### src/rtl/icache_pkg.sv
`default_nettype none
// ============================================================================
// Module  : icache_pkg
// Brief   : Shared state encoding and width helpers for the direct-mapped I-cache.
// Rev     : 1.0  initial release
// ============================================================================
package icache_pkg;

   typedef enum logic [0:0] {
      ST_IDLE   = 1'b0,
      ST_REFILL = 1'b1
   } state_t;

   function automatic int off_bits(input int bits_line);
      return $clog2(bits_line / 8);
   endfunction

   function automatic int idx_bits(input int num_lines);
      return $clog2(num_lines);
   endfunction

   function automatic int tag_bits(input int addr_width, input int num_lines, input int bits_line);
      return addr_width - idx_bits(num_lines) - off_bits(bits_line);
   endfunction

   function automatic int word_lsb(input int data_width);
      return $clog2(data_width / 8);
   endfunction

   // Word index within a line; byte bits below one word are dropped.
   function automatic logic [31:0] word_sel(input logic [63:0] addr, input int data_width,
                                            input int bits_line);
      logic [63:0] w_sh;
      w_sh = addr >> word_lsb(data_width);
      return 32'(w_sh & 64'((bits_line / data_width) - 1));
   endfunction

endpackage
`default_nettype wire

### src/rtl/icache_tag_array.sv
`default_nettype none
// ============================================================================
// Module  : icache_tag_array
// Brief   : Tag and valid storage: one read port, one fill port, global clear.
// Rev     : 1.0  initial release
// ============================================================================
module icache_tag_array #(
   parameter int NUM_LINES = 4,
   parameter int IDX_BITS  = 2,
   parameter int TAG_BITS  = 26
) (
   input  logic                clk,
   input  logic                rst,
   input  logic [IDX_BITS-1:0] i_rd_idx,
   output logic [TAG_BITS-1:0] o_rd_tag,
   output logic                o_rd_valid,
   input  logic                i_wr_en,
   input  logic [IDX_BITS-1:0] i_wr_idx,
   input  logic [TAG_BITS-1:0] i_wr_tag,
   input  logic                i_wr_valid,
   input  logic                i_clr
);

   logic [NUM_LINES-1:0] r_valid;
   logic [TAG_BITS-1:0]  r_tag [NUM_LINES];

   // A fill on the same edge as a clear keeps its own valid value for that line.
   always_ff @(posedge clk or posedge rst) begin
      if (rst) begin
         r_valid <= '0;
      end else begin
         if (i_clr)
            r_valid <= '0;
         if (i_wr_en)
            r_valid[i_wr_idx] <= i_wr_valid;
      end
   end

   always_ff @(posedge clk) begin
      if (i_wr_en)
         r_tag[i_wr_idx] <= i_wr_tag;
   end

   assign o_rd_tag   = r_tag[i_rd_idx];
   assign o_rd_valid = r_valid[i_rd_idx];

endmodule
`default_nettype wire

### src/rtl/icache_dm_refill.sv
`default_nettype none
// ============================================================================
// Module  : icache_dm_refill
// Brief   : Direct-mapped instruction cache, combinational hit, line refill on miss.
//           Define ICACHE_STATS_EN to add hit_count / miss_count outputs.
// Rev     : 1.0  initial release
// ============================================================================
module icache_dm_refill
   import icache_pkg::*;
#(
   parameter int ADDR_WIDTH = 32,
   parameter int DATA_WIDTH = 32,
   parameter int NUM_LINES  = 4,
   parameter int BITS_LINE  = 128
) (
   input  logic                  clk,
   input  logic                  reset,
   input  logic [ADDR_WIDTH-1:0] addrInst,
   output logic [DATA_WIDTH-1:0] instr,
   output logic                  cache_miss,
   input  logic                  inval,
   output logic                  mem_req,
   output logic [ADDR_WIDTH-1:0] mem_addr,
   input  logic                  mem_ack,
   input  logic [BITS_LINE-1:0]  mem_rdata
`ifdef ICACHE_STATS_EN
   ,
   output logic [31:0]           hit_count,
   output logic [31:0]           miss_count
`endif
);

   localparam int c_OFF_BITS = off_bits(BITS_LINE);
   localparam int c_IDX_BITS = idx_bits(NUM_LINES);
   localparam int c_TAG_BITS = tag_bits(ADDR_WIDTH, NUM_LINES, BITS_LINE);

   state_t                  r_state;
   state_t                  w_state_nxt;
   logic [ADDR_WIDTH-1:0]   r_mem_addr;
   logic                    r_pend_inval;
   logic                    w_pend_nxt;
   logic                    w_latch;
   logic                    w_fill;
   logic                    w_fill_valid;
   logic                    w_clr;

   logic [c_IDX_BITS-1:0]   w_idx;
   logic [c_TAG_BITS-1:0]   w_tag;
   logic [c_IDX_BITS-1:0]   w_fill_idx;
   logic [c_TAG_BITS-1:0]   w_fill_tag;
   logic [c_TAG_BITS-1:0]   w_rd_tag;
   logic                    w_rd_valid;
   logic                    w_hit;
   logic [31:0]             w_wsel;
   logic [BITS_LINE-1:0]    w_line;
   logic [ADDR_WIDTH-1:0]   w_line_addr;

   logic [BITS_LINE-1:0]    r_data [NUM_LINES];

   assign w_idx       = addrInst[c_OFF_BITS +: c_IDX_BITS];
   assign w_tag       = addrInst[ADDR_WIDTH-1 -: c_TAG_BITS];
   assign w_fill_idx  = r_mem_addr[c_OFF_BITS +: c_IDX_BITS];
   assign w_fill_tag  = r_mem_addr[ADDR_WIDTH-1 -: c_TAG_BITS];
   assign w_line_addr = {addrInst[ADDR_WIDTH-1:c_OFF_BITS], {c_OFF_BITS{1'b0}}};

   icache_tag_array #(
      .NUM_LINES (NUM_LINES),
      .IDX_BITS  (c_IDX_BITS),
      .TAG_BITS  (c_TAG_BITS)
   ) u_tags (
      .clk        (clk),
      .rst        (reset),
      .i_rd_idx   (w_idx),
      .o_rd_tag   (w_rd_tag),
      .o_rd_valid (w_rd_valid),
      .i_wr_en    (w_fill),
      .i_wr_idx   (w_fill_idx),
      .i_wr_tag   (w_fill_tag),
      .i_wr_valid (w_fill_valid),
      .i_clr      (w_clr)
   );

   // Lookups only count in IDLE; during a refill the fetch stage is always stalled.
   assign w_hit      = (r_state == ST_IDLE) && w_rd_valid && (w_rd_tag == w_tag);
   assign w_wsel     = word_sel(64'(addrInst), DATA_WIDTH, BITS_LINE);
   assign w_line     = r_data[w_idx];
   assign instr      = w_hit ? w_line[w_wsel*DATA_WIDTH +: DATA_WIDTH] : '0;
   assign cache_miss = ~w_hit;
   assign mem_req    = (r_state == ST_REFILL);
   assign mem_addr   = r_mem_addr;

   always_comb begin
      w_state_nxt  = r_state;
      w_pend_nxt   = r_pend_inval;
      w_latch      = 1'b0;
      w_fill       = 1'b0;
      w_fill_valid = 1'b0;
      w_clr        = 1'b0;
      case (r_state)
         ST_IDLE: begin
            w_clr = inval;
            if (!w_hit) begin
               w_state_nxt = ST_REFILL;
               w_latch     = 1'b1;
            end
         end
         ST_REFILL: begin
            if (mem_ack) begin
               // An invalidate seen at any point in the refill also kills the fresh line.
               w_fill       = 1'b1;
               w_fill_valid = ~(r_pend_inval | inval);
               w_clr        = r_pend_inval | inval;
               w_pend_nxt   = 1'b0;
               w_state_nxt  = ST_IDLE;
            end else if (inval) begin
               w_pend_nxt = 1'b1;
            end
         end
         default: w_state_nxt = ST_IDLE;
      endcase
   end

   always_ff @(posedge clk or posedge reset) begin
      if (reset) begin
         r_state      <= ST_IDLE;
         r_mem_addr   <= '0;
         r_pend_inval <= 1'b0;
      end else begin
         r_state      <= w_state_nxt;
         r_pend_inval <= w_pend_nxt;
         if (w_latch)
            r_mem_addr <= w_line_addr;
      end
   end

   always_ff @(posedge clk) begin
      if (w_fill)
         r_data[w_fill_idx] <= mem_rdata;
   end

`ifdef ICACHE_STATS_EN
   logic [31:0] r_hit_cnt;
   logic [31:0] r_miss_cnt;

   always_ff @(posedge clk or posedge reset) begin
      if (reset) begin
         r_hit_cnt  <= '0;
         r_miss_cnt <= '0;
      end else begin
         if (w_hit)
            r_hit_cnt <= r_hit_cnt + 32'd1;
         if (w_latch)
            r_miss_cnt <= r_miss_cnt + 32'd1;
      end
   end

   assign hit_count  = r_hit_cnt;
   assign miss_count = r_miss_cnt;
`endif

endmodule
`default_nettype wire

### config.mk
export PLATFORM = sky130hd
export DESIGN_NAME = icache_dm_refill
export DESIGN_NICKNAME = d
export VERILOG_FILES = /design/src/rtl/icache_pkg.sv /design/src/rtl/icache_tag_array.sv /design/src/rtl/icache_dm_refill.sv
export SDC_FILE = /design/constraint.sdc
export NUM_CORES = 1
export LEC_CHECK = 0
export ABC_AREA = 1
export CAP_MARGIN = 20
export CELL_PAD_IN_SITES_DETAIL_PLACEMENT = 2
export CELL_PAD_IN_SITES_GLOBAL_PLACEMENT = 2
export CORE_ASPECT_RATIO = 1.75
export CORE_MARGIN = 2
export CORE_UTILIZATION = 44
export CTS_BUF_LIST = sky130_fd_sc_hd__clkbuf_8
export DETAILED_ROUTE_END_ITERATION = 16
export PLACE_DENSITY = 0.92
export SLEW_MARGIN = 20
export SYNTH_ARGS = -nofsm -noshare
export SYNTH_HDL_FRONTEND = slang
export SYNTH_SLANG_ARGS = --single-unit
### constraint.sdc
create_clock -name clk -period 32.4 [get_ports clk]
set_input_delay 3.24 -clock clk [delete_from_list [all_inputs] [get_ports clk]]
set_output_delay 3.24 -clock clk [all_outputs]
set_load 0.02 [all_outputs]
==> flow_summary_export.csv <==
group,metric,value,unit
outcome,outcome,"completed",
logic_synthesis,synthesized_area,26300,um2
sta,timing.clock.skew,0.0335,ns
worst_hold_path,worst_hold_check_path_type,"register to register",
sta,setup_viol_count_final,0,
logic_synthesis,synth_top_family_by_area,"simple AND/OR/NAND/NOR gates",
critical_path,worstSetupStartpointType,"input pin",
sta,highest_clock_rate,91.1,MHz
global_route,grt_remaining_overflow,0,
sta,slew_viol_final,0,
logic_synthesis,synth_cell_type_count,27,
detailed_routing,met2_wirelength,53500,um
global_route,grt_first_pass_wirelength,142000,um
detailed_routing,vias,19151,
clock_tree,cts.reportedPaths.clkPinSlew,0.06,ns
run,drv.max_cap_violation_count,0,
global_route,first_global_vias,21585,
clock_tree,cts_setup_buffers,0,
logic_synthesis,synthDominantCellAreaShare,70.4,%
clock_tree,cts_tree,"built",
logic_synthesis,syn_area_per_cell,12.2,um2
sta,setup_slack,21.43,ns
clock_tree,hold_bufs_at_cts,0,
die,die_x,189,um
clock_tree,clock_path_buffers,3,
logic_synthesis,synthesized_area_fraction_occupied_by_ao_oa_aoi_and_oai_cells,7.54,%
clock_tree,tritoncts.num_buffers,95,
pwr,report.power.total,1.89,mW
clock_tree,postCtsResizedCells,0,
pwr,ir_worst_vdd,0.0403,mV
logic_synthesis,post_synth_fa_ha_maj_area_fraction,0,%
detailed_routing,wl_met3,5720,um
cells_and_area,post_route_cells_drive_above_1_share,6.81,%
global_route,grt_antenna_before_repair,36,
die,rows,118,
sta,rsz0062_at_grt,"false",
place,place_worst_setup_slack,21.63,ns
logic_synthesis,synth.area.top_cells,"edfxtp_1 (70%), nand2_1 (11%), nand3_1 (3.7%)",
logic_synthesis,synth-xor-area-share,0,%
logic_synthesis,synth.mux.area_fraction,0.0381,%
logic_synthesis,netlist_instances,2153,
critical_path,cp_max_fo,89,
sta,final.setup.tns,0,ns
global_route,grt_start_max_net_pins,142,
cells_and_area,nNetsFinal,2529,
sta,post-route-min-period,10.97,ns
logic_synthesis,ys_ff_latch,650,
cells_and_area,area_growth,18.6,%
die,core,59100,um2
critical_path,setup.worst_path.end_class,"output pin",
sta,tightest_slew,1.16,ns
detailed_routing,routedLengthMet1,35000,um
die,initial_utilization,44.5,%
die,die_span_in_y,327,um
critical_path,crit_type,"input pin to output pin",
clock_tree,root_buffer,"clkbuf_8",
detailed_routing,route.antenna.remaining_nets,0,
clock_tree,clock_insertion_delay_worst_skew,0.72,ns
detailed_routing,route.final.wire_length,99900,um
sta,min_period_over_period,33.9,%
logic_synthesis,synth_warnings,0,
detailed_routing,topRoutingLayerUsed,"met5",
critical_path,worst_ep_required_time,29.16,ns
die,num_io_pins,230,
sta,finalHoldViolations,0,
clock_tree,tritoncts_num_sinks,650,
logic_synthesis,yosysSeqAreaShare,73.7,%
pwr,power-per-cell-area,60.8,nW/um2
place,gp_congestion,0.845,
logic_synthesis,yosys.area.top_type,"edfxtp_1",
critical_path,arrival_time_worst_endpoint,7.73,ns
logic_synthesis,post_synthesis_simple_gate_area_fraction,15.8,%
detailed_routing,drc_errors,0,
detailed_routing,avgViaCountPerCell,5.91,
clock_tree,ctsHtreeMaxLevel,3,
place,input_output_buffers,223,
detailed_routing,detailedRoute.firstIterationViolations,1571,
place,post-dp-hpwl,58500,um
cells_and_area,final_util,52.8,%
global_route,gr-usage-all-layers,31.4,%
die,floorplan.die_area,61700,um2
pwr,power.leakage,11.3,nW
sta,max-slew-margin-rel,22.4,%
detailed_routing,routedWlPerCell,30.8,um
detailed_routing,drt-pass1-iter-count,5,
==> cell usage after synthesis (all sizes together) <==
library cell	number
a32o	40
o22ai	2
nand4	3
nand3	195
o21ai	10
nand3b	13
nor2	70
edfxtp	616
or2	1
o311ai	22
inv	43
a22oi	31
dfrtp	34
mux2i	1
a21oi	148
clkbuf	66
nand2	737
buf	71
o221ai	2
o211ai	43
nor3	4
conb	1
==> through the flow <==
stage                     instances  instance area [um2]  hold WS, ns
final                          3243                31200        0.528
after global routing           3242                31200        0.549
after CTS                      3219                31100        0.528
after detailed placement       3048                29100        0.512
after global placement         3048                29100        0.478
after floorplan                2156                26300        0.464
==> state kept, by name, indices dropped and copies added (netlist names) <==
signal and count:
mem_req 1, u_tags.r_tag 104, mem_addr 28, u_tags.r_valid 4, r_pend_inval 1, r_data 512
==> metal layers <==
layer	GRT usage [%]	vias up
met5	0	-
met4	18.5	22
met3	6.15	225
met2	56.7	758
met1	34.0	9986
li1	-	8160
==> path summary, 6_finish.rpt <==
check	cells past startpoint	end	startpoint	slack (ns)
setup / recovery	10	instr[26]	addrInst[4]	21.43
hold / removal	2	u_tags.r_valid[0]$_DFF_PP0_	u_tags.r_valid[0]$_DFF_PP0_	0.53
setup reg to reg	4	r_data[0][123]$_DFFE_PP_	mem_req$_DFF_PP0_	29.44
hold reg to reg	2	u_tags.r_valid[0]$_DFF_PP0_	u_tags.r_valid[0]$_DFF_PP0_	0.53
max in group asynchronous	3	mem_addr[18]$_DFFE_PP0P_	reset	29.03
min in group asynchronous	3	mem_addr[12]$_DFFE_PP0P_	reset	2.99
==> cell type report <==
class,count,area (um2)
antenna,24,60.1
clock buffer,100,1380
clock inverter,71,588
fill,5612,27900
inverter,43,174
multi-input combinational,1326,6180
sequential,650,19300
tap,780,976
timing repair buffer,249,2460
==> critical path, cell delays in order <==
cell and delay [ns]:
buf_8 0.36, buf_4 0.79, buf_4 0.92, nand2_1 0.17
nand2_1 0.15, a21oi_1 0.08, o311ai_0 0.79, nand2_1 0.17
nor2_1 0.23, clkdlybuf4s50_1 0.67
==> cell usage in the layout, fill, tap and decap left out, types with 2 or more instances in the layout <==
master           instances
diode_2                 24
buf_4                   25
o221ai_1                 2
nand3b_1                13
o311ai_0                22
a32o_1                  40
nand2_1                736
edfxtp_1               616
o21ai_0                  9
inv_6                    2
o211ai_1                43
nand3_1                195
buf_12                   3
a22oi_1                 31
clkinv_1                27
dfrtp_1                 34
conb_1                   4
o22ai_1                  2
a21oi_1                148
clkinv_2                10
clkdlybuf4s50_1        219
nand4_1                  3
bufinv_16               11
inv_1                   58
clkbuf_8               100
nor3_2                   4
clkinvlp_4               4
nor2_1                  70
==> power breakdown <==
part / switching (mW) / internal (mW) / leakage [nW]
logic: 0.126 / 0.0569 / 4.18
registers: 0.0219 / 0.969 / 6.05
clock network: 0.346 / 0.374 / 1.06
==> logic make-up (layout without fill, tap and decap cells) <==
| family | after synthesis | count (layout) |
|---|---|---|
| and+or+nand+nor | 1023 | 1023 |
| DFF | 650 | 650 |
| AOI/OAI and AO/OA | 298 | 298 |
| buffers and inverters | 180 | 463 |
| other | 1 | 28 |
| muxes | 1 | 1 |
Power figures use the tool's default switching activity.
